<file path="config.mk">
export PLATFORM = sky130hd
export DESIGN_NAME = clk_div_gen_flat
export DESIGN_NICKNAME = d
export VERILOG_FILES = /design/src/rtl/clk_div_gen_if.sv /design/src/rtl/clk_div_gen.sv /design/src/flat_wrapper.sv
export SDC_FILE = /design/constraint.sdc
export NUM_CORES = 1
export LEC_CHECK = 0
export ABC_AREA = 0
export CORE_ASPECT_RATIO = 1.5
export CORE_UTILIZATION = 50
export CTS_BUF_LIST = sky130_fd_sc_hd__clkbuf_4
export CTS_CLUSTER_SIZE = 30
export DETAILED_ROUTE_END_ITERATION = 6
export PLACE_DENSITY = 0.71
export SYNTH_ARGS = -nofsm -noshare
export SYNTH_HDL_FRONTEND = slang
export SYNTH_SLANG_ARGS = --single-unit
</file>
<file path="constraint.sdc">
create_clock -name clkin -period 10.3 [get_ports clkin]
set_input_delay 2.06 -clock clkin [delete_from_list [all_inputs] [get_ports clkin]]
set_output_delay 2.06 -clock clkin [all_outputs]
set_load 0.02 [all_outputs]
</file>
<file path="src/rtl/clk_div_gen_if.sv">
// clk_div_gen_if: ratio load bus between a controller and clk_div_gen.
// Master drives div_in/div_load; slave returns div_ack/div_err pulses.
interface clk_div_gen_if #(
  parameter int NCH   = 2,
  parameter int DIV_W = 8
);
  logic [NCH*DIV_W-1:0] div_in;
  logic [NCH-1:0]       div_load;
  logic [NCH-1:0]       div_ack;
  logic [NCH-1:0]       div_err;

  modport master (
    output div_in,
    output div_load,
    input  div_ack,
    input  div_err
  );

  modport slave (
    input  div_in,
    input  div_load,
    output div_ack,
    output div_err
  );
endinterface

</file>
<file path="src/rtl/clk_div_gen.sv">
// clk_div_gen: NCH glitch-free programmable clock dividers gated by a
// filtered PLL lock, with per-channel rise/fall strobes.
// Ports:
//   clkin     PLL output clock, all logic on its rising edge
//   rst_n     synchronous active-low reset
//   pll_lock  raw PLL lock (asynchronous)
//   bus       ratio load bus (div_in, div_load, div_ack, div_err)
//   clk_o     divided clocks, registered
//   rise_stb  first high cycle of each clk_o period
//   fall_stb  first low cycle of each clk_o period
//   ready     filtered lock; channels run only while high
module clk_div_gen #(
  parameter int NCH       = 2,
  parameter int DIV_W     = 8,
  parameter int DEF_DIV   = 4,
  parameter int LOCK_FILT = 16
) (
  input  logic           clkin,
  input  logic           rst_n,
  input  logic           pll_lock,
  clk_div_gen_if.slave   bus,
  output logic [NCH-1:0] clk_o,
  output logic [NCH-1:0] rise_stb,
  output logic [NCH-1:0] fall_stb,
  output logic           ready
);

  localparam int FW = $clog2(LOCK_FILT + 1);
  localparam logic [FW-1:0] FMAX =
    FW'(LOCK_FILT);
  localparam logic [DIV_W-1:0] DDEF =
    DIV_W'(DEF_DIV);
  localparam logic [DIV_W-1:0] DMIN =
    DIV_W'(2);

  logic          sync1_q;
  logic          sync2_q;
  logic [FW-1:0] fcnt_q;
  logic [FW-1:0] fcnt_d;
  logic          ready_q;
  logic          ready_d;

  // Counter saturates at LOCK_FILT so ready
  // simply holds while the lock stays high.
  always_comb begin
    fcnt_d = fcnt_q;
    if (!sync2_q)
      fcnt_d = '0;
    else if (fcnt_q != FMAX)
      fcnt_d = fcnt_q + 1'b1;
    ready_d = sync2_q &&
              (ready_q || fcnt_d == FMAX);
  end

  always_ff @(posedge clkin) begin
    if (!rst_n) begin
      sync1_q <= 1'b0;
      sync2_q <= 1'b0;
      fcnt_q  <= '0;
      ready_q <= 1'b0;
    end else begin
      sync1_q <= pll_lock;
      sync2_q <= sync1_q;
      fcnt_q  <= fcnt_d;
      ready_q <= ready_d;
    end
  end

  assign ready = ready_q;

  logic [NCH-1:0] ack_w;
  logic [NCH-1:0] err_w;

  assign bus.div_ack = ack_w;
  assign bus.div_err = err_w;

  for (genvar k = 0; k < NCH; k++) begin : g_ch
    logic [DIV_W-1:0] din;
    logic             ld;
    logic             ld_ok;
    logic [DIV_W-1:0] cnt_q;
    logic [DIV_W-1:0] cnt_d;
    logic [DIV_W-1:0] act_q;
    logic [DIV_W-1:0] act_d;
    logic [DIV_W-1:0] pend_q;
    logic [DIV_W-1:0] pend_d;
    logic             pv_q;
    logic             pv_d;
    logic             ack_d;
    logic             en;
    logic [DIV_W:0]   half;
    logic [DIV_W:0]   cnt_x;
    logic             clk_q;
    logic             rise_q;
    logic             fall_q;
    logic             ack_q;
    logic             err_q;

    always_comb begin
      din    = bus.div_in[k*DIV_W +: DIV_W];
      ld     = bus.div_load[k];
      ld_ok  = ld && (din >= DMIN);
      cnt_d  = cnt_q;
      act_d  = act_q;
      pend_d = pend_q;
      pv_d   = pv_q;
      ack_d  = 1'b0;
      unique case (1'b1)
        ready_q: begin
          // Ratio changes only at the wrap so
          // no phase is ever truncated. A load
          // on the wrap edge waits one period.
          if (cnt_q == act_q - 1'b1) begin
            cnt_d = '0;
            if (pv_q) begin
              act_d = pend_q;
              pv_d  = 1'b0;
              ack_d = 1'b1;
            end
          end else begin
            cnt_d = cnt_q + 1'b1;
          end
          if (ld_ok) begin
            pend_d = din;
            pv_d   = 1'b1;
          end
        end
        !ready_q: begin
          // Stopped: nothing to glitch, so a
          // ratio is taken over immediately.
          cnt_d = '0;
          if (ld_ok) begin
            act_d = din;
            pv_d  = 1'b0;
            ack_d = 1'b1;
          end else if (pv_q) begin
            act_d = pend_q;
            pv_d  = 1'b0;
            ack_d = 1'b1;
          end
        end
      endcase
      half  = ({1'b0, act_d} + 1'b1) >> 1;
      cnt_x = {1'b0, cnt_d};
      // Outputs run on the cycle ready first
      // rises and stop one cycle after it falls.
      en    = ready_q || ready_d;
    end

    always_ff @(posedge clkin) begin
      if (!rst_n) begin
        cnt_q  <= '0;
        act_q  <= DDEF;
        pend_q <= DDEF;
        pv_q   <= 1'b0;
        clk_q  <= 1'b0;
        rise_q <= 1'b0;
        fall_q <= 1'b0;
        ack_q  <= 1'b0;
        err_q  <= 1'b0;
      end else begin
        cnt_q  <= cnt_d;
        act_q  <= act_d;
        pend_q <= pend_d;
        pv_q   <= pv_d;
        clk_q  <= en && (cnt_x < half);
        rise_q <= en && (cnt_d == '0);
        fall_q <= en && (cnt_x == half);
        ack_q  <= ack_d;
        err_q  <= ld && !ld_ok;
      end
    end

    assign clk_o[k]    = clk_q;
    assign rise_stb[k] = rise_q;
    assign fall_stb[k] = fall_q;
    assign ack_w[k]    = ack_q;
    assign err_w[k]    = err_q;
  end

endmodule
</file>
<file path="src/flat_wrapper.sv">
// flat-port wrapper written by rule: the top's interface ports become plain ports
module clk_div_gen_flat 
#(
  parameter int NCH       = 2,
  parameter int DIV_W     = 8,
  parameter int DEF_DIV   = 4,
  parameter int LOCK_FILT = 16
)
  (clkin, rst_n, pll_lock, clk_o, rise_stb, fall_stb, ready, bus_div_in, bus_div_load, bus_div_ack, bus_div_err);
  clk_div_gen_if #(.NCH(NCH), .DIV_W(DIV_W)) bus_i ();
  input  logic clkin;
  input  logic rst_n;
  input  logic pll_lock;
  output logic [NCH-1:0] clk_o;
  output logic [NCH-1:0] rise_stb;
  output logic [NCH-1:0] fall_stb;
  output logic ready;
  input wire logic [$bits(bus_i.div_in)-1:0] bus_div_in;
  input wire logic [$bits(bus_i.div_load)-1:0] bus_div_load;
  output wire logic [$bits(bus_i.div_ack)-1:0] bus_div_ack;
  output wire logic [$bits(bus_i.div_err)-1:0] bus_div_err;
  assign bus_i.div_in = bus_div_in;
  assign bus_i.div_load = bus_div_load;
  assign bus_div_ack = bus_i.div_ack;
  assign bus_div_err = bus_i.div_err;
  clk_div_gen #(.NCH(NCH), .DIV_W(DIV_W), .DEF_DIV(DEF_DIV), .LOCK_FILT(LOCK_FILT)) u_core (.clkin(clkin), .rst_n(rst_n), .pll_lock(pll_lock), .bus(bus_i), .clk_o(clk_o), .rise_stb(rise_stb), .fall_stb(fall_stb), .ready(ready));
endmodule
</file>
-- Word level (Yosys, flattened, before mapping)
Index checks and enable logic that the tools add are counted.
- register bits after elaboration: 68
- output and inout bits: 11
- muxes and demuxes: 28
- $add $sub $neg: 7
- reductions and logical operators: 20
- magnitude comparators: 4
- equal/unequal tests: 8
- operators with widths (cell ; count):
    $mux W8 ; 8
    $pmux W8 S2 ; 4
    $eq A8 B8 Y1 ; 4
    $add A8 B1 Y9 const B ; 2
    $add A8 B1 Y8 const B ; 2
    $ge A8 B2 Y1 const B ; 2
    $logic_not A8 Y1 ; 2
    $lt A8 B8 Y1 ; 2
    $sub A8 B1 Y8 const B ; 2
    $logic_and A1 B1 Y1 ; 11
    $mux W1 ; 10
    $mux W5 ; 2
    $pmux W1 S2 ; 4
    $ne A3 B3 Y1 const B ; 2
    $add A5 B1 Y5 const B ; 1
    $eq A5 B5 Y1 const B ; 1
    $ne A5 B5 Y1 const B ; 1
    $reduce_and A2 Y1 ; 2
    $logic_not A1 Y1 ; 3
    $logic_or A1 B1 Y1 ; 2

-- Logic depth before layout (Yosys ltp)
- depth after elaboration: 8
- gate-level depth with buffers: 18
- mapped depth without buffers: 17

-- Worst setup path before layout
Ideal clock, no wire load.
- kind: input -> register
- start: input port bus_div_in[3]
- end: register u_core.g_ch[0].clk_q
- setup slack: 5.141 ns
- data arrival time: 5.044 ns
- required time: 10.185 ns
- cell stages on the path: 15
- path through: or4_1 > o21ai_1 > clkbuf_1 > o211ai_1 > o211ai_1 > o211ai_1 > ha_1 > xnor2_1 > ha_1 > nor2b_1 > o21ai_0 > nand2b_1 > a21oi_1 > nor2_1 > a2111oi_0
- cells in the longest elaborated chain, start to end: 7
- ends and longest elaborated chain (item ; RTL line ; text):
    start, declared ; flat_wrapper.sv:18 ; input wire logic [$bits(bus_i.div_in)-1:0] bus_div_in;
    $ge A8 B2 Y1 ; clk_div_gen.sv:102 ; ld_ok = ld && (din >= DMIN);
    $logic_and A1 B1 Y1 ; clk_div_gen.sv:102 ;
    $mux W8 ; clk_div_gen.sv:132 ; if (ld_ok) begin
    $pmux W8 S2 ; clk_div_gen.sv:108 ; unique case (1'b1)
    via u_core.g_ch[0].act_d[1] ; clk_div_gen.sv:84 ; logic [DIV_W-1:0] act_d;
    $add A8 B1 Y9 ; clk_div_gen.sv:143 ; half = ({1'b0, act_d} + 1'b1) >> 1;
    $lt A8 B8 Y1 ; clk_div_gen.sv:166 ; clk_q <= en && (cnt_x < half);
    $logic_and A1 B1 Y1 ; clk_div_gen.sv:166 ;
    end signal, assigned ; clk_div_gen.sv:166 ;
    end, declared ; clk_div_gen.sv:93 ; logic clk_q;
The timed path passes the listed nets, and every way through them passes these cells.
A chain may end at the register's enable or synchronous reset.

-- Worst setup path after layout
- start: input port bus_div_in[3]
- end: register u_core.g_ch[0].clk_q
- cells in the longest elaborated chain, start to end: 7
- ends and longest elaborated chain (item ; RTL line):
    $ge A8 B2 Y1 ; clk_div_gen.sv:102
    $logic_and A1 B1 Y1 ; clk_div_gen.sv:102
    $mux W8 * ; clk_div_gen.sv:132
    $pmux W8 S2 * ; clk_div_gen.sv:108
    $add A8 B1 Y9 * ; clk_div_gen.sv:143
    $lt A8 B8 Y1 * ; clk_div_gen.sv:166
    $logic_and A1 B1 Y1 * ; clk_div_gen.sv:166
Mark *: on every way between the ends. The rest lies on a longest branch, timed or not.

==> flow_metrics.tcl <==
set metrics [dict create \
    ant_nets 0 \
    cts_sinks 68 \
    tritoncts "yes" \
    cp_max_fo 16 \
    worst_pin_slew_ns 0.9539 \
    min_path_type "register to register" \
    cts-root-buf "clkbuf_4" \
    routedWlPerCell_um 16.15 \
    drv_cap 0 \
    syn_nets 592 \
    synthCells 547 \
    die_w_um 78.39 \
    grt_pass1_vias 3809 \
    dp_hpwl_um 7952 \
    clock_latency_ns 0.43 \
    synth_edf_count 0 \
    ctsResizeCount 0 \
    ys_seq_elements 68 \
    layout-drive-gt1-share 0.06082 \
    critical_path_class "input pin to register" \
    cp.arrival_ns 6.15 \
    synthFlopType "dfxtp_1" \
    power_mw 0.5311 \
    finalHoldViolCount 0 \
    fillers 819 \
    maxSlewHeadroom 0.3598 \
    drtPass1Iterations 5 \
    top_level_ports 32 \
    period_share 0.5657 \
    final_common_cell "nor2_1" \
    mostFrequentLayoutCells "nor2_1, dfxtp_1, nand2_1, nand3_1, clkdlybuf4s50_1" \
    cts_max_path_buffers 2 \
    fin_crit_ns 5.827 \
    place_congestion 0.8416 \
    p_leak_nw 1.693 \
    irDropWorstVdd_mv 0.07547 \
    maxSlewViolCount 0 \
    rsz0062_at_grt "no" \
    cts_setup_buffers 0 \
    nets 599 \
    area_delta_synth_final_pct 9.177 \
    cp-start-kind "input pin" \
    vias 3826 \
    start_util 0.5171 \
    viasPerCell 5.745 \
    fin_skew_ns 0.01133 \
    htree_num_levels 3 \
    grt_overflow 0 \
    hold_buffers 0 \
    ys_types 65 \
    seq_area_frac_synth 0.3110 \
    async_flop_share 0 \
    numPortBuffers 31 \
    drc 0 \
    die_h_um 116.6 \
    cts.clk_slew.worst_paths_ns 0.12 \
    core_um2 8464 \
    grt_max_degree 57 \
    grt_use_total 0.2515 \
    wl_um 10750 \
    multiInputGateArea_um2 2763 \
    numCtsBuffers 9 \
    power.density_nw_per_um2 111.1 \
    fmax_ghz 0.1716 \
    dr.first_iter.drc_count 123 \
    placementRows 41 \
    grt_pass1_wl_um 17610 \
    required_ns 10.63 \
    setup_viol 0 \
    tns_ns 0 \
    antenna_found_initial 0 \
    avgSynthCellArea_um2 8.001 \
    die_area_um2 9139 \
    status "finished clean" \
    n_antenna_cell 0 \
    synth_warnings 0 \
    ff_latch_area_um2 1363 \
    syn_area_um2 4377 \
    critPathCaptureType "register" \
]
cells in the mapped netlist (all sizes together) (3+ instances only):
cell type	instances	area [um2]
o211ai	12	90.09
buf	13	95.08
nor3	18	100.1
clkbuf	23	86.33
mux2	9	101.4
a31oi	3	18.77
o31ai	4	30.03
nor2b	3	18.77
nand2	50	187.7
nor2	69	259.0
nand3	38	195.2
a2111oi	3	26.28
nand4	6	37.54
and3	5	31.28
dfxtp	68	1361
o311ai	3	26.28
xnor2	26	227.7
xor2	18	157.7
inv	18	67.56
nor4	4	31.28
nand2b	9	56.30
ha	24	300.3
or3	6	37.54
a21o	6	45.04
and2	16	100.1
a21oi	28	140.1
a311oi	4	58.81
mux2i	15	150.1
o21ai	14	70.06
a211oi	3	22.52
worst max-delay path, cell delays in order:
cell,delay (ns)
clkdlybuf4s50_1,0.45
or4_1,0.55
o21ai_1,0.77
o21ai_0,0.28
o31ai_1,0.25
a21oi_1,0.09
nor3_2,0.32
nand3_2,0.15
or3_1,0.40
ha_1,0.31
nand4_1,0.12
nor2_1,0.06
a2111oi_0,0.34
flip-flops by register name (all words and copies together) (netlist names), 5 cells and up:
register and count:
u_core.g_ch.pend_q 16, u_core.g_ch.cnt_q 16, u_core.fcnt_q 5, u_core.g_ch.act_q 16
path summary, 6_finish.rpt:
check	start	end	slack (ns)	cells after the start
max	bus_div_in[3]	u_core.g_ch[0].clk_q	4.47	13
max reg2reg	u_core.g_ch[1].act_q[0]	u_core.g_ch[1].clk_q	5.59	15
min	u_core.sync2_q	u_core.ready	0.44	2
min reg2reg	u_core.sync2_q	u_core.ready	0.44	2
cell families after synthesis:
group,share of synthesized area
adders and majority gates,0.06861
muxes,0.05746
and+or+nand+nor,0.2647
buffers and inverters,0.05774
DFF,0.3110
AOI/OAI and AO/OA,0.1524
xor gates and xnor gates,0.08805
area by class of cell:
class | count | area share
Clock inverter | 6 | 0.01152
Sequential cell | 68 | 0.2852
Timing Repair Buffer | 32 | 0.06651
Clock buffer | 10 | 0.01571
Tap cell | 107 | 0.02802
Multi-Input combinational cell | 424 | 0.5782
Inverter | 19 | 0.01493
stage by stage:
stage          instances  setup slack (ns)  instance area [um2]  utilization  hold WS (ns)
6_report             666             4.473                 4778       0.5645        0.4390
5_1_grt              666             4.172                 4778       0.5645        0.4536
4_1_cts              666             4.513                 4778       0.5645        0.4438
3_5_place_dp         650             4.088                 4648       0.5492        0.4249
3_3_place_gp         650             4.174                 4648       0.5492        0.4231
2_1_floorplan        547             5.141                 4377            -        0.4119
metal layers:
metal | share of wire | global-route usage | vias to the layer above
li1 | - | - | 1924
met1 | 0.40 | 0.2496 | 1812
met4 | 0.038 | 0.1432 | 0
met5 | 0 | 0 | -
met3 | 0.020 | 0.04609 | 30
met2 | 0.54 | 0.4854 | 60
power by group:
group	leakage [nW]	switching (mW)	internal, mW	total (mW)
Clock	0.0712	0.0988	0.0743	0.173
Sequential	0.553	0.00814	0.268	0.276
Combinational	1.07	0.0449	0.0371	0.0820
Total	1.69	0.152	0.379	0.531
Note: power is estimated with default switching activity, not from simulation.
